File: src/rtl/cavlc_pkg.sv
// Shared types and constants for the CAVLC level encoder slice.
package cavlc_pkg;

  typedef enum logic [1:0] {
    IDLE   = 2'd0,
    T1SIGN = 2'd1,
    LEVEL  = 2'd2,
    DONE   = 2'd3
  } cavlc_state_e;

  localparam logic [4:0] ESC_PREFIX      = 5'd15;
  localparam logic [3:0] ESC_SUFFIX_BITS = 4'd12;
  localparam logic [2:0] MAX_SUFFIX_LEN  = 3'd6;
  localparam int         CW_W            = 28;

endpackage

File: src/rtl/cavlc_level_vlc.sv
// Combinational level VLC: (levelCode, suffixLength) -> codeword, length, next suffixLength.
module cavlc_level_vlc #(
  parameter int CW_W = 28
) (
  input  logic [7:0]      lc,
  input  logic [7:0]      raw_lc,
  input  logic [2:0]      sl,
  output logic [CW_W-1:0] cw_data,
  output logic [4:0]      cw_len,
  output logic [2:0]      next_sl
);
  import cavlc_pkg::*;

  logic [4:0]  prefix_s;
  logic [3:0]  suf_len_s;
  logic [11:0] suffix_s;
  logic [15:0] esc_thr_s;
  logic [8:0]  abs_l_s;
  logic [8:0]  inc_thr_s;
  logic [2:0]  sl_base_s;

  // Prefix/suffix split, including the escape code
  always_comb begin
    prefix_s  = 5'd0;
    suf_len_s = 4'd0;
    suffix_s  = 12'd0;
    esc_thr_s = 16'(ESC_PREFIX) << sl;
    if (sl == 3'd0) begin
      if (lc < 8'd14) begin
        prefix_s = lc[4:0];
      end else if (lc < 8'd30) begin
        prefix_s  = 5'd14;
        suf_len_s = 4'd4;
        suffix_s  = 12'(lc - 8'd14);
      end else begin
        prefix_s  = ESC_PREFIX;
        suf_len_s = ESC_SUFFIX_BITS;
        suffix_s  = 12'(lc - 8'd30);
      end
    end else if ({8'd0, lc} < esc_thr_s) begin
      prefix_s  = 5'({8'd0, lc} >> sl);
      suf_len_s = {1'b0, sl};
      suffix_s  = 12'(lc & ((8'd1 << sl) - 8'd1));
    end else begin
      prefix_s  = ESC_PREFIX;
      suf_len_s = ESC_SUFFIX_BITS;
      suffix_s  = 12'({8'd0, lc} - esc_thr_s);
    end
  end

  // Leading zeros are implicit in the right-aligned value; only the marker 1 and suffix are stored
  assign cw_data = CW_W'((32'd1 << suf_len_s) | 32'(suffix_s));
  assign cw_len  = prefix_s + 5'd1 + 5'(suf_len_s);

  // Adaptive suffixLength update, driven by the unadjusted magnitude
  always_comb begin
    abs_l_s   = (9'(raw_lc) + 9'd2) >> 1;
    if (sl == 3'd0) begin
      sl_base_s = 3'd1;
    end else begin
      sl_base_s = sl;
    end
    inc_thr_s = 9'd3 << (sl_base_s - 3'd1);
    if ((abs_l_s > inc_thr_s) && (sl_base_s < MAX_SUFFIX_LEN)) begin
      next_sl = sl_base_s + 3'd1;
    end else begin
      next_sl = sl_base_s;
    end
  end

endmodule

File: src/rtl/cavlc_level_encoder.sv
// CAVLC trailing-one sign and level codeword emitter with adaptive suffixLength.
// Optional macro CAVLC_LEVEL_BITCNT_EN adds the blk_bits per-block bit count output.
module cavlc_level_encoder #(
  parameter int CW_W       = 28,
  parameter int LIST_DEPTH = 16
) (
  input  logic                       clk,
  input  logic                       rst,
  input  logic                       cnt_valid,
  output logic                       cavlc_enc_ready,
  input  logic [4:0]                 total_coeff_cnt,
  input  logic [1:0]                 trailing_ones_cnt,
  input  logic [2:0]                 trailing_ones_flag,
  input  logic [LIST_DEPTH-1:0][7:0] level_code_list,
  input  logic [4:0]                 level_code_cnt,
  input  logic [9:0]                 topleft_x,
  input  logic [9:0]                 topleft_y,
  output logic                       cw_valid,
  input  logic                       cw_ready,
  output logic [CW_W-1:0]            cw_data,
  output logic [4:0]                 cw_len,
  output logic                       blk_done,
  output logic [9:0]                 topleft_x_o,
  output logic [9:0]                 topleft_y_o
`ifdef CAVLC_LEVEL_BITCNT_EN
  ,
  output logic [8:0]                 blk_bits
`endif
);
  import cavlc_pkg::*;

  localparam int IDX_W = (LIST_DEPTH > 1) ? $clog2(LIST_DEPTH) : 1;

  cavlc_state_e              state_r;
  logic [LIST_DEPTH-1:0][7:0] list_r;
  logic [1:0]                t1_r;
  logic [4:0]                lvl_cnt_r;
  logic [4:0]                idx_r;
  logic [2:0]                sl_r;

  logic [2:0]      sl_init_s;
  logic [2:0]      t1_code_s;
  logic [7:0]      raw_sel_s;
  logic [7:0]      lc_sel_s;
  logic [2:0]      sl_sel_s;
  logic            adj_s;
  logic [CW_W-1:0] vlc_data_s;
  logic [4:0]      vlc_len_s;
  logic [2:0]      vlc_next_sl_s;

  assign sl_init_s = ((total_coeff_cnt > 5'd10) && (trailing_ones_cnt != 2'd3)) ? 3'd1 : 3'd0;

  // Trailing-one signs, first one in encode order goes out first
  always_comb begin
    case (trailing_ones_cnt)
      2'd1:    t1_code_s = {2'b00, trailing_ones_flag[0]};
      2'd2:    t1_code_s = {1'b0, trailing_ones_flag[0], trailing_ones_flag[1]};
      2'd3:    t1_code_s = {trailing_ones_flag[0], trailing_ones_flag[1], trailing_ones_flag[2]};
      default: t1_code_s = 3'd0;
    endcase
  end

  // In IDLE the first level is coded straight from the inputs so it is ready one cycle after accept
  always_comb begin
    if (state_r == IDLE) begin
      raw_sel_s = level_code_list[0];
      adj_s     = (trailing_ones_cnt != 2'd3);
      sl_sel_s  = sl_init_s;
    end else begin
      raw_sel_s = list_r[idx_r[IDX_W-1:0]];
      adj_s     = (idx_r == 5'd0) && (t1_r != 2'd3);
      sl_sel_s  = sl_r;
    end
    if (adj_s) begin
      lc_sel_s = raw_sel_s - 8'd2;
    end else begin
      lc_sel_s = raw_sel_s;
    end
  end

  cavlc_level_vlc #(.CW_W(CW_W)) u_vlc (
    .lc      (lc_sel_s),
    .raw_lc  (raw_sel_s),
    .sl      (sl_sel_s),
    .cw_data (vlc_data_s),
    .cw_len  (vlc_len_s),
    .next_sl (vlc_next_sl_s)
  );

  // Block sequencing and registered codeword channel
  always_ff @(posedge clk or negedge rst) begin
    if (!rst) begin
      state_r         <= IDLE;
      cavlc_enc_ready <= 1'b1;
      cw_valid        <= 1'b0;
      cw_data         <= '0;
      cw_len          <= 5'd0;
      blk_done        <= 1'b0;
      topleft_x_o     <= 10'd0;
      topleft_y_o     <= 10'd0;
      list_r          <= '0;
      t1_r            <= 2'd0;
      lvl_cnt_r       <= 5'd0;
      idx_r           <= 5'd0;
      sl_r            <= 3'd0;
    end else begin
      blk_done <= 1'b0;
      case (state_r)
        IDLE: begin
          if (cnt_valid) begin
            cavlc_enc_ready <= 1'b0;
            list_r          <= level_code_list;
            t1_r            <= trailing_ones_cnt;
            lvl_cnt_r       <= level_code_cnt;
            topleft_x_o     <= topleft_x;
            topleft_y_o     <= topleft_y;
            idx_r           <= 5'd0;
            sl_r            <= sl_init_s;
            if (total_coeff_cnt == 5'd0) begin
              state_r  <= DONE;
              blk_done <= 1'b1;
            end else if (trailing_ones_cnt != 2'd0) begin
              state_r  <= T1SIGN;
              cw_valid <= 1'b1;
              cw_data  <= CW_W'(t1_code_s);
              cw_len   <= {3'd0, trailing_ones_cnt};
            end else if (level_code_cnt != 5'd0) begin
              state_r  <= LEVEL;
              cw_valid <= 1'b1;
              cw_data  <= vlc_data_s;
              cw_len   <= vlc_len_s;
              sl_r     <= vlc_next_sl_s;
              idx_r    <= 5'd1;
            end else begin
              state_r  <= DONE;
              blk_done <= 1'b1;
            end
          end
        end
        T1SIGN, LEVEL: begin
          if (cw_ready) begin
            if (idx_r == lvl_cnt_r) begin
              state_r  <= DONE;
              cw_valid <= 1'b0;
              blk_done <= 1'b1;
            end else begin
              state_r  <= LEVEL;
              cw_data  <= vlc_data_s;
              cw_len   <= vlc_len_s;
              sl_r     <= vlc_next_sl_s;
              idx_r    <= idx_r + 5'd1;
            end
          end
        end
        DONE: begin
          state_r         <= IDLE;
          cavlc_enc_ready <= 1'b1;
        end
        default: begin
          state_r         <= IDLE;
          cavlc_enc_ready <= 1'b1;
          cw_valid        <= 1'b0;
        end
      endcase
    end
  end

`ifdef CAVLC_LEVEL_BITCNT_EN
  logic [8:0] bits_r;

  // Running length of the accepted codewords of the current block
  always_ff @(posedge clk or negedge rst) begin
    if (!rst) begin
      bits_r <= 9'd0;
    end else if ((state_r == IDLE) && cnt_valid) begin
      bits_r <= 9'd0;
    end else if (cw_valid && cw_ready) begin
      bits_r <= bits_r + 9'(cw_len);
    end
  end

  assign blk_bits = bits_r;
`endif

endmodule

File: config.mk
export PLATFORM = sky130hd
export DESIGN_NAME = cavlc_level_encoder
export DESIGN_NICKNAME = d
export VERILOG_FILES = /design/src/rtl/cavlc_pkg.sv /design/src/rtl/cavlc_level_vlc.sv /design/src/rtl/cavlc_level_encoder.sv
export SDC_FILE = /design/constraint.sdc
export NUM_CORES = 1
export LEC_CHECK = 0
export BUFFER_PORTS_ARGS = -buffer_cell sky130_fd_sc_hd__buf_2
export CAP_MARGIN = 25
export CELL_PAD_IN_SITES_DETAIL_PLACEMENT = 0
export CELL_PAD_IN_SITES_GLOBAL_PLACEMENT = 1
export CORE_ASPECT_RATIO = 1.75
export CORE_MARGIN = 5
export CORE_UTILIZATION = 44
export CTS_CLUSTER_SIZE = 30
export DETAILED_ROUTE_END_ITERATION = 8
export MAX_ROUTING_LAYER = met4
export PLACE_DENSITY_LB_ADDON = 0.1
export SLEW_MARGIN = 20
export SYNTH_ARGS = -nofsm -noshare
export SYNTH_HDL_FRONTEND = slang
export SYNTH_HIERARCHICAL = 1
export SYNTH_SLANG_ARGS = --single-unit
File: constraint.sdc
create_clock -name clk -period 14.5 [get_ports clk]
set_clock_uncertainty 0.1 [all_clocks]
set_input_delay 0 -clock clk [delete_from_list [all_inputs] [get_ports clk]]
set_output_delay 0 -clock clk [all_outputs]
set_load 0.02 [all_outputs]
After elaboration in Yosys (flattened, before gate mapping)
Cells that the tools add are included.
{ "totals": {"out_inout_bits": 56, "regBits": 201, "word_cells": 159, "input_bits": 167} }
{ "op_classes": {"mux": 73, "n_bitwise": 2, "n_reduce_logical": 18, "n_lt_le_gt_ge": 7, "shifts": 5, "n_addsub": 11, "n_eq_ne": 15} }
{ "ops": {"columns": ["operator", "n"], "rows": [
  ["$mux W28", 6],
  ["$mux W5", 12],
  ["$pmux W28 S2", 1],
  ["$mux W12", 4],
  ["$bmux W8 S4", 1],
  ["$or A28 B12 Y28", 1],
  ["$shl A1 B4 Y28 const A", 1],
  ["$mux W3", 9],
  ["$mux W8", 3],
  ["$mux W1", 21],
  ["$pmux W5 S2", 2],
  ["$lt A8 B16 Y1", 1],
  ["$mux W4", 4],
  ["$shl A4 B3 Y16 const A", 1],
  ["$ne A2 B2 Y1 const B", 7],
  ["$and A8 B12 Y12", 1],
  ["$reduce_and A6 Y1", 2],
  ["$shl A1 B3 Y12 const A", 1],
  ["$sub A12 B1 Y12 const B", 1],
  ["$sub A8 B12 Y12", 1],
  ["$add A5 B1 Y5 const B", 2],
  ["$logic_not A5 Y1", 2],
  ["$add A8 B2 Y9 const B", 1],
  ["$gt A8 B9 Y1", 1],
  ["other kinds (30)", 45]
]} }

Logic depth before layout (Yosys ltp)
Gate-level depths: netlist of run 1.
{ "logic_depth": {"ltp_word": 16, "depth_mapped": 26} }

By module
The synthesis of run 1 kept the hierarchy.
{ "by_module_without_submodules": {"columns": ["mod", "cells_each", "area_each_um2", "n_inst", "seq_area_each_um2"], "rows": [
  ["cavlc_level_encoder", 709, 9268.9, 1, 5031.1],
  ["cavlc_level_vlc", 280, 1998.2, 1, 0.0]
]} }

Least setup slack after synthesis of run 1
Ideal clock, no wire load.
{ "synth_path": {"path_kind": "reg-to-reg", "startpoint": "register idx_r[1]", "endpoint": "register cw_len[4]", "path_buffers": 4, "required_time_ps": 14273, "synth_period_minus_slack_ps": 5457, "setup_ps": 127, "arrival_ps": 5230, "stages_incl_launch_ff": 27, "slack_ps": 9043, "path_cell_list": "dfrtp_1 > buf_2 > buf_2 > buf_2 > inv_1 > ha_1 > or4b_2 > a211oi_1 > a21oi_1 > xnor2_1 > clkbuf_1 > inv_1 > fa_1 > nand2b_1 > a211oi_1 > o311a_4 > nor2_1 > nand2_1 > nand2_1 > ha_1 > fa_1 > nor2_1 > o311a_1 > o311ai_2 > o31a_1 > nand2_1 > o21ai_0"} }
{ "synth_between": {"elab_chain_len": 16} }
{ "synth_lines": {"columns": ["element", "line_no", "rtl"], "rows": [
  ["start: declaration", "cavlc_level_encoder.sv:38", "logic [4:0] idx_r;"],
  ["start signal: assignment", "cavlc_level_encoder.sv:151", "idx_r <= idx_r + 5'd1;"],
  ["$bmux W8 S4", "cavlc_level_encoder.sv:70", "raw_sel_s = list_r[idx_r[IDX_W-1:0]];"],
  ["$mux W8 (implied by the code)", "cavlc_level_encoder.sv:70", null],
  ["$mux W8", "cavlc_level_encoder.sv:65", "if (state_r == IDLE) begin"],
  ["$sub A8 B2 Y8", "cavlc_level_encoder.sv:75", "lc_sel_s = raw_sel_s - 8'd2;"],
  ["$mux W8 (*)", "cavlc_level_encoder.sv:74", "if (adj_s) begin"],
  ["via lc_sel_s[1]", "cavlc_level_encoder.sv:44", "logic [7:0] lc_sel_s;"],
  ["$lt A8 B5 Y1", "cavlc_level_vlc.sv:31", "end else if (lc < 8'd30) begin"],
  ["$mux W1", "cavlc_level_vlc.sv:31", null],
  ["[... 2 more ...]", null, null],
  ["$add A5 B1 Y5", "cavlc_level_vlc.sv:53", "assign cw_len = prefix_s + 5'd1 + 5'(suf_len_s);"],
  ["$add A5 B4 Y5 (*)", "cavlc_level_vlc.sv:53", null],
  ["via vlc_len_s[4]", "cavlc_level_encoder.sv:48", "logic [4:0] vlc_len_s;"],
  ["$mux W5", "cavlc_level_encoder.sv:127", "end else if (level_code_cnt != 5'd0) begin"],
  ["$mux W5", "cavlc_level_encoder.sv:122", "end else if (trailing_ones_cnt != 2'd0) begin"],
  ["$mux W5", "cavlc_level_encoder.sv:119", "if (total_coeff_cnt == 5'd0) begin"],
  ["$mux W5", "cavlc_level_encoder.sv:110", "if (cnt_valid) begin"],
  ["$pmux W5 S2 (*)", "cavlc_level_encoder.sv:108", "case (state_r)"],
  ["end signal: assignment", "cavlc_level_encoder.sv:126", "cw_len <= {3'd0, trailing_ones_cnt};"],
  ["end signal: assignment", "cavlc_level_encoder.sv:131", "cw_len <= vlc_len_s;"],
  ["end signal: assignment", "cavlc_level_encoder.sv:149", "cw_len <= vlc_len_s;"],
  ["end: declaration", "cavlc_level_encoder.sv:21", "output logic [4:0] cw_len,"]
]} }
The timed path passes the listed nets; every way through them passes the cells marked *. The select of a mux whose other input is x is not followed.
A chain may end at the register's enable or synchronous reset.

Worst setup path in the final report of run 1
{ "layout_path": {"startpoint": "register idx_r[0]", "endpoint": "register cw_len[4]"} }
{ "layout_between": {"elab_chain_len": 16} }
{ "layout_lines": {"columns": ["element", "line_no", "rtl"], "rows": [
  ["$bmux W8 S4 (*)", "cavlc_level_encoder.sv:70", null],
  ["$mux W8 (implied by the code) (*)", "cavlc_level_encoder.sv:70", null],
  ["$mux W8 (*)", "cavlc_level_encoder.sv:65", null],
  ["via raw_sel_s[1]", "cavlc_level_encoder.sv:43", "logic [7:0] raw_sel_s;"],
  ["$sub A8 B2 Y8 (*)", "cavlc_level_encoder.sv:75", null],
  ["$mux W8 (*)", "cavlc_level_encoder.sv:74", null],
  ["via lc_sel_s[3]", "cavlc_level_encoder.sv:44", null],
  ["$lt A8 B5 Y1", "cavlc_level_vlc.sv:31", null],
  ["[... 3 more ...]", null, null],
  ["$add A5 B1 Y5", "cavlc_level_vlc.sv:53", null],
  ["$add A5 B4 Y5 (*)", "cavlc_level_vlc.sv:53", null],
  ["via vlc_len_s[4]", "cavlc_level_encoder.sv:48", null],
  ["$mux W5", "cavlc_level_encoder.sv:127", null],
  ["$mux W5", "cavlc_level_encoder.sv:122", null],
  ["$mux W5", "cavlc_level_encoder.sv:119", null],
  ["$mux W5", "cavlc_level_encoder.sv:110", null],
  ["$pmux W5 S2 (*)", "cavlc_level_encoder.sv:108", null]
]} }
Marks and branches as above.

==> flow_summary.json, run 1 <==
{
  "status": "finished, final reports clean",
  "start_util": 0.446,
  "chipHeight_um": 222,
  "yosysTopAreaCell": "dfrtp_1",
  "track_usage": 0.235,
  "die_x_um": 131,
  "switchingPower_mw": 1.92,
  "switching_share": 0.452,
  "nets": 1564,
  "root_buffer": "clkbuf_16",
  "fp-row-count": 77,
  "hp-class": "input pin to register",
  "reg2reg_to": "cw_len[4]",
  "end_kind": "register",
  "ys.flop_type": "dfrtp_1",
  "wl_per_cell_um": 19.5,
  "critPathLaunch": "idx_r[0]",
  "dp_hpwl_um": 23000,
  "grt_pass1_wl_um": 52400,
  "p_seq_frac": 0.235,
  "syn_area_per_cell_sq_um": 11.4,
  "fin_tns_setup_ps": 0,
  "via_per_inst": 5.28,
  "cp.arrival_ps": 6690,
  "wl_um": 33000,
  "async_flop_share": 1.00,
  "port_buffers": 222,
  "yosys-top-cells-count": "200 x dfrtp_1, 168 x mux2_2, 110 x nand2_1",
  "drive_gt1_frac": 0.348,
  "synth_edf_count": 0,
  "h-tree-depth": 1,
  "max_slew.worst_pin.slew_ps": 941,
  "maxSlewViolCount": 0,
  "cts_inserted_buffers": 21,
  "crit_required_ps": 14840,
  "period_needed_ps": 6350,
  "place_ws_ps": 8090,
  "finalInstanceArea_sq_mm": 0.0150,
  "synth_area_sq_mm": 0.0113,
  "die-area_sq_mm": 0.0290,
  "io-pin-count": 223,
  "grt_overflow": 0,
  "holdPathStages": 7,
  "grt_pass1_vias": 9778,
  "first_pass_iters": 5,
  "fp.coreArea_sq_mm": 0.0252,
  "place_congestion": 0.884,
  "placed_cell_area_sq_mm": 0.0126,
  "num_vias": 8920,
  "tritoncts": "built",
  "hold_viol": 0,
  "ys_ff_latch": 201,
  "cp_max_fo": 40,
  "synth_top_area_share": 0.444,
  "grt_max_degree": 71,
  "reg2reg_depth": 23,
  "insertion_delay_ps": 520,
  "placed_cells": 1481,
  "synth_area_leaders": "dfrtp_1 44%, mux2_2 17%, ha_1 4.1%, nand2_1 3.7%, mux4_1 3.0%",
  "peakVddDrop_mv": 0.142,
  "clk_pin_slew_ps": 70,
  "hold_slack_ps": 143,
  "fin_cells": 1690,
  "relSlewSlack": 0.369,
  "pwr-share-comb": 0.642,
  "worst_slack_ps": 8150,
  "ant_nets": 0,
  "timing.final.crit_share": 0.438,
  "critPathLaunchType": "register",
  "n_fill_cell": 2095,
  "yosysSeqAreaShare": 0.447,
  "r2r_slack_ps": 8150,
  "p_clk_frac": 0.123,
  "yosysMostFrequentCell": "dfrtp_1",
  "rsz0062_at_grt": "false",
  "first_iter_violations": 461,
  "p_int_mw": 2.33,
  "area_growth_syn_to_layout_pct": 32.8,
  "clk_path_buf_depth": 3,
  "r2r_start": "idx_r[0]",
  "cts_sinks": 201,
  "drc": 0,
  "p_total_mw": 4.25,
  "p_leak_nw": 6.78,
  "setup_violations": 0,
  "p_per_area_mw_per_mm2": 284,
  "crit_path_end": "cw_len[4]",
  "synthCells": 989,
  "maxCapViolations": 0,
  "yosysUniqueCellTypes": 78,
  "max_freq_mhz": 157,
  "yosys_warnings": 6,
  "path_class": "register to register",
  "grt_antenna_before_repair": 1,
  "final_util": 0.593
}
final cells by class:
| cell class | instances | area, sq um | area share |
|---|---|---|---|
| multi-input combinational | 690 | 5770 | 0.385 |
| timing repair buffer | 406 | 2970 | 0.198 |
| inverter | 38 | 143 | 0.00953 |
| clock inverter | 9 | 81.3 | 0.00543 |
| sequential | 201 | 5030 | 0.336 |
| tap | 316 | 395 | 0.0264 |
| antenna | 2 | 5.00 | 0.000334 |
| clock buffer | 28 | 572 | 0.0382 |
how the worst min path moves through the flow:
stage	from	slack, ps	to
finish	total_coeff_cnt[0]	140	sl_r[1]
global route	topleft_x[5]	150	topleft_x_o[5]
CTS	topleft_x[9]	120	topleft_x_o[9]
detailed placement	rst	-40	cw_data[18]
global placement	rst	-40	cw_data[18]
floorplan	rst	-400	blk_done
cell usage in the layout (no fill, tap or decap), drive strengths merged, types with 5 or more instances in the layout:
cell and n:
a211oi 5, a21o 5, a21oi 35, a22oi 9
a32oi 7, and3 6, buf 237, clkbuf 29
clkinv 6, conb 15, dfrtp 200, dlygate4sd3 168
ha 37, inv 40, mux2 171, mux2i 10
mux4 28, nand2 110, nand2b 9, nand3 12
nor2 38, nor2b 7, nor3 9, o21ai 68
o311ai 5, xnor2 14, xor2 17
critical path, stage by stage (launching register included):
cell and delay, ps:
dfrtp_2 340, buf_4 520, mux2_2 410, a222oi_1 480
a32oi_2 320, inv_1 120, ha_1 140, nor2b_1 220
xor2_1 760, ha_1 410, nor2_1 150, a211oi_1 100
o311a_4 420, nor2_1 230, nand2_1 90, nand2_1 60
ha_1 180, fa_1 200, nor2_1 50, o311a_1 370
o311ai_2 250, o31a_1 180, nand2_1 40, o21ai_0 140
power by group through the flow:
| stage | clock network (mW) | registers [mW] | logic [mW] |
|---|---|---|---|
| 2_1_floorplan | 0 | 1.03 | 1.93 |
| 3_3_place_gp | 0 | 1.00 | 2.67 |
| 3_5_place_dp | 0 | 1.01 | 2.68 |
| 4_1_cts | 0.544 | 0.999 | 2.74 |
| 5_1_grt | 0.561 | 1.03 | 3.00 |
| 6_report | 0.523 | 0.997 | 2.73 |
kinds of logic (layout without fill, tap and decap cells):
family | after synthesis | count (layout) | share of synthesized area
XOR/XNOR | 31 | 31 | 0.0241
multiplexers | 209 | 209 | 0.241
adder cells (fa/ha/maj) | 39 | 39 | 0.0446
other | 1 | 17 | 0.000333
flip-flops | 201 | 201 | 0.447
AND/OR/NAND/NOR | 216 | 216 | 0.0893
buffers and inverters | 112 | 481 | 0.0480
AO/OA/AOI/OAI | 180 | 180 | 0.106
flip-flops by register name, indices dropped and copies added (netlist names), 2 cells and up:
name	cells
topleft_x_o	10
idx_r	5
t1_r	2
list_r	128
state_r	2
cw_len	5
lvl_cnt_r	5
sl_r	3
cw_data	28
topleft_y_o	10
what timing repair did:
item                      CTS  global route
resized for setup           0             0
buffers inserted            0             0
hold endpoints to repair  238             0
hold buffers              169             0
routing by layer:
| layer | track usage | part of all wire |
|---|---|---|
| met2 | 0.433 | 0.56 |
| met3 | 0.0246 | 0.035 |
| met4 | 0.0890 | 0.040 |
| met5 | - | 0 |
| met1 | 0.253 | 0.36 |
(Power assumes the default switching activity.)
==> run 2: changes to the inputs <==
==> constraint.sdc (replaced) <==
create_clock -name clk -period 6.6 [get_ports clk]
set_clock_uncertainty 0.1 [all_clocks]
set_input_delay 0 -clock clk [delete_from_list [all_inputs] [get_ports clk]]
set_output_delay 0 -clock clk [all_outputs]
set_load 0.02 [all_outputs]
==> flow_summary.json, run 2 (synthesis gave the netlist of run 1 again) <==
{
  "status": "finished, final reports clean",
  "period_needed_ps": 5900,
  "hold_slack_ps": 138,
  "grt_pass1_vias": 9746,
  "crit_cells": 24,
  "start_util": 0.446,
  "hp-class": "input pin to register",
  "chipHeight_um": 222,
  "fin_tns_setup_ps": 0,
  "most-common-layout-cells": "221 x buf_2, 198 x dfrtp_1, 169 x dlygate4sd3_1",
  "drc": 0,
  "max_slew.worst_pin.slew_ps": 894,
  "root_buffer": "clkbuf_16",
  "ff_latch_area_sq_mm": 0.00503,
  "wl_per_cell_um": 19.0,
  "crit_slowest_cell": "dfrtp_2",
  "timing.final.crit_share": 0.895,
  "ant_nets": 0,
  "path_delay_family": "compound AO/OA/AOI/OAI gates",
  "final_common_cell": "buf_2",
  "max_freq_mhz": 169,
  "hold_viol": 0,
  "reg_top3": "list_r x128, cw_data x28",
  "fp-row-count": 77,
  "first_iter_violations": 502,
  "fp.coreArea_sq_mm": 0.0252,
  "via_per_inst": 5.26,
  "p_per_area_mw_per_mm2": 630,
  "reg2reg_depth": 24,
  "end_kind": "register",
  "maxSlewViolCount": 0,
  "placed_cell_area_sq_mm": 0.0126,
  "insertion_delay_ps": 520,
  "tritoncts": "built",
  "first_pass_iters": 7,
  "cp_max_fo": 20,
  "area_growth_syn_to_layout_pct": 34.3,
  "track_usage": 0.230,
  "post_cts_buffers": 0,
  "cts_inserted_buffers": 21,
  "io-pin-count": 223,
  "maxCapViolations": 0,
  "critPathLaunchType": "register",
  "dp_hpwl_um": 22800,
  "port_buffers": 222,
  "place_congestion": 0.897,
  "relSlewSlack": 0.404,
  "h-tree-depth": 1,
  "wl_um": 32400,
  "peakVddDrop_mv": 0.329,
  "num_vias": 8969,
  "finalInstanceArea_sq_mm": 0.0151,
  "largest_reg_flops": 128,
  "multi_input_comb_area_sq_mm": 0.00577,
  "path_common_cell": "nand2_1",
  "holdPathStages": 6,
  "clk_path_buf_depth": 3,
  "cp.arrival_ps": 6240,
  "p_leak_nw": 6.86,
  "drive_gt1_frac": 0.355,
  "grt_antenna_before_repair": 4,
  "slowest_delay_ps": 680,
  "die-area_sq_mm": 0.0290,
  "final_util": 0.599,
  "rsz0062_at_grt": "false",
  "path_class": "register to register",
  "grt_pass1_wl_um": 51700,
  "grt_max_degree": 69,
  "cts_sinks": 201,
  "die_x_um": 131,
  "grt_overflow": 0,
  "n_fill_cell": 2094,
  "path_cells": "mux2_2, a222oi_1, a32oi_2, inv_1, ha_1, nor2b_1, nand2_1, xnor2_1, buf_4, ha_1, nand3_1, a211oi_1, o311a_4, nor2_1, nand2_1, nand2_1, ha_1, fa_1, nor2_1, o311a_1, o311ai_2, o31a_1, nand2_1, o21ai_0",
  "nets": 1575,
  "regMostFlops": "list_r",
  "crit_required_ps": 6930,
  "critPathBufInv": 2,
  "setup_violations": 0,
  "r2r_slack_ps": 700,
  "clk_pin_slew_ps": 70
}
==> run 2: cell types whose count changed in the layout (fill, tap and decap cells not counted), sizes merged, moves of 2 or more <==
cell    previous run  this run
buf              237       247
clkbuf            29        32
bufinv             1         3
diode              2         4
clkinv             6         2
==> run 2: cell type report <==
class / instances / share of cell area
Antenna cell: 4 / 0.000662
Clock buffer: 31 / 0.0418
Clock inverter: 7 / 0.00794
Inverter: 38 / 0.00943
Multi-Input combinational cell: 690 / 0.381
Sequential cell: 201 / 0.333
Tap cell: 316 / 0.0261
Timing Repair Buffer: 417 / 0.200
==> run 2: metal layers <==
metal | track usage | vias up | share of wire
met4 | 0.0804 | 0 | 0.033
met2 | 0.410 | 239 | 0.55
met1 | 0.261 | 4355 | 0.38
li1 | - | 4305 | -
met3 | 0.0280 | 70 | 0.039
met5 | - | - | 0
==> run 2: per-stage QoR <==
stage	setup slack, ps	total power [mW]	cells
floorplan	1140	6.50	1003
global placement	720	8.15	1492
detailed placement	661	8.16	1492
CTS	645	9.58	1700
global route	187	10.3	1704
finish	696	9.53	1704
==> run 2: final timing paths <==
check                                   start          end
setup / recovery                     idx_r[0]    cw_len[4]
hold reg to reg                    cw_data[5]   cw_data[5]
min in group asynchronous                 rst  cw_data[20]
setup reg to reg                     idx_r[0]    cw_len[4]
hold / removal             total_coeff_cnt[2]   state_r[0]
max in group asynchronous                 rst  list_r[100]
==> run 2: what timing repair did <==
item                                   4_1_cts  5_1_grt
hold buffers                               170        0
endpoints found under the hold margin      235        0
resized for setup                            0        0
==> run 2: worst register-to-register path, stage by stage (launching register included) <==
cell and delay, ps:
dfrtp_2 680, mux2_2 410, a222oi_1 600, a32oi_2 360, inv_1 140, ha_1 140, nor2b_1 240, nand2_1 110
xnor2_1 130, buf_4 170, ha_1 360, nand3_1 130, a211oi_1 80, o311a_4 430, nor2_1 230, nand2_1 80
nand2_1 70, ha_1 180, fa_1 190, nor2_1 50, o311a_1 380, o311ai_2 250, o31a_1 170, nand2_1 40
o21ai_0 130
==> run 2: power by group <==
part           leakage [nW]  total (mW)  switching, mW  internal, mW
logic                  4.07        6.00           3.32          2.67
registers              2.42        2.24          0.391          1.85
clock network         0.368        1.29          0.507         0.784
==> run 3: changes to the inputs <==
--- a/config.mk
+++ b/config.mk
@@ -16,6 +16,7 @@
 export DETAILED_ROUTE_END_ITERATION = 8
 export MAX_ROUTING_LAYER = met4
 export PLACE_DENSITY_LB_ADDON = 0.1
+export REMOVE_ABC_BUFFERS = 1
 export SLEW_MARGIN = 20
 export SYNTH_ARGS = -nofsm -noshare
 export SYNTH_HDL_FRONTEND = slang
==> flow_summary.json, run 3 (synthesis gave the netlist of run 1 again) <==
{
  "period_needed_ps": 5760,
  "final_common_cell": "buf_2",
  "grt_antenna_before_repair": 0,
  "grt_pass1_wl_um": 52700,
  "area_growth_syn_to_layout_pct": 33.8,
  "hp-class": "input pin to register",
  "cts_inserted_buffers": 21,
  "r2r_start": "idx_r[0]",
  "drc": 0,
  "drive_gt1_frac": 0.353,
  "n_fill_cell": 2166,
  "critPathBufInv": 2,
  "ant_nets": 0,
  "worst_slack_ps": 844,
  "h-tree-depth": 1,
  "port_buffers": 222,
  "reg2reg_to": "cw_len[4]",
  "first_iter_violations": 430,
  "path_common_cell": "nand2_1",
  "timing.final.crit_share": 0.872,
  "grt_max_degree": 82,
  "rsz0062_at_grt": "false",
  "path_delay_family": "compound AO/OA/AOI/OAI gates",
  "p_leak_nw": 6.83,
  "min_from": "total_coeff_cnt[3]",
  "min_to": "sl_r[0]",
  "p_total_mw": 9.47,
  "crit_required_ps": 6930,
  "r2r_slack_ps": 840,
  "reg_top3": "list_r x128, cw_data x28",
  "diodes": 0,
  "final_util": 0.597,
  "fp-row-count": 77,
  "dp_hpwl_um": 22600,
  "num_vias": 8968,
  "grt_pass1_vias": 9807,
  "maxCapViolations": 0,
  "io-pin-count": 223,
  "post_cts_resized": 0,
  "hold_viol": 0,
  "clk_pin_slew_ps": 60,
  "die_x_um": 131,
  "end_kind": "register",
  "slowest_delay_ps": 820,
  "p_per_area_mw_per_mm2": 628,
  "cp_max_fo": 26,
  "insertion_delay_ps": 510,
  "cts_sinks": 201,
  "max_slew.worst_pin.slew_ps": 915,
  "tritoncts": "built",
  "root_buffer": "clkbuf_16",
  "holdPathStages": 5,
  "fp.coreArea_sq_mm": 0.0252,
  "clk_path_buf_depth": 3,
  "path_cells": "buf_4, mux4_1, mux2i_1, a22oi_1, o21ai_0, inv_1, xnor2_1, ha_1, a21oi_1, nand2_1, o311a_4, nor2_1, nand2_1, nand2_1, ha_1, fa_1, nor2_1, o311a_1, o311ai_2, o31a_1, nand2_1, o21ai_0",
  "regMostFlops": "list_r",
  "finalInstanceArea_sq_mm": 0.0151,
  "wl_um": 32800,
  "path_class": "register to register",
  "crit_slowest_cell": "dfrtp_2",
  "status": "finished, final reports clean",
  "place_ws_ps": 786,
  "post_cts_buffers": 0,
  "via_per_inst": 5.28,
  "place_congestion": 0.897,
  "setup_violations": 0,
  "critPathLaunchType": "register",
  "peakVddDrop_mv": 0.282,
  "placed_cell_area_sq_mm": 0.0127,
  "grt_overflow": 0,
  "fin_tns_setup_ps": 0,
  "start_util": 0.446,
  "nets": 1574,
  "most-common-layout-cells": "221 x buf_2, 198 x dfrtp_1, 168 x mux2_2, 168 x dlygate4sd3_1, 110 x nand2_1",
  "die-area_sq_mm": 0.0290,
  "largest_reg_flops": 128,
  "max_freq_mhz": 174,
  "chipHeight_um": 222,
  "track_usage": 0.235,
  "cp.arrival_ps": 6080,
  "reg2reg_depth": 22,
  "relSlewSlack": 0.390,
  "wl_per_cell_um": 19.3,
  "maxSlewViolCount": 0,
  "first_pass_iters": 5
}
-- run 3: final cells by class --
cell class	count	area, sq um	area share
well taps	316	395	0.0262
clock buffers	29	576	0.0382
flip-flops and latches	201	5030	0.334
clock inverters	9	108	0.00714
inverters	38	143	0.00946
multi-input cells	690	5770	0.383
repair buffers	416	3050	0.202
-- run 3: tightest hold or removal path: cells and delay by family --
kind                   cells  cell delay (ps)
AOI/OAI and AO/OA          3              400
buffers and inverters      1               90
muxes                      1              100
-- run 3: worst max path at each step --
stage,slack [ps],depth (start not counted),end,from
2_1_floorplan,-300,8,cw_data[0],state_r[0]
3_3_place_gp,790,22,cw_len[4],idx_r[0]
3_5_place_dp,790,22,cw_len[4],idx_r[0]
4_1_cts,760,22,cw_len[4],idx_r[0]
5_1_grt,340,22,cw_len[4],idx_r[0]
6_report,840,22,cw_len[4],idx_r[0]
-- run 3: what timing repair did --
item	CTS	global route
hold buffers	168	0
endpoints found under the setup margin	0	0
hold endpoints to repair	237	0
-- run 3: report_power, final --
part	total [mW]	internal [mW]	switching, mW
sequential	2.22	1.85	0.373
combinational	6.05	2.67	3.38
clock	1.20	0.693	0.508
-- run 3: layer usage --
metal	global-route usage	share of wire	vias to the layer above	wire length, um
li1	-	-	4299	-
met1	0.263	0.37	4341	12200
met2	0.415	0.55	245	18000
met3	0.0282	0.037	83	1210
met4	0.0947	0.043	0	1410
met5	-	0	-	0
-- run 3: stage by stage --
stage / cells / hold slack, ps
after global placement: 1491 / -40.0
after CTS: 1697 / 0.208
after floorplan: 929 / -396
after global routing: 1699 / 64.0
after detailed placement: 1491 / -37.3
final: 1699 / 20.5
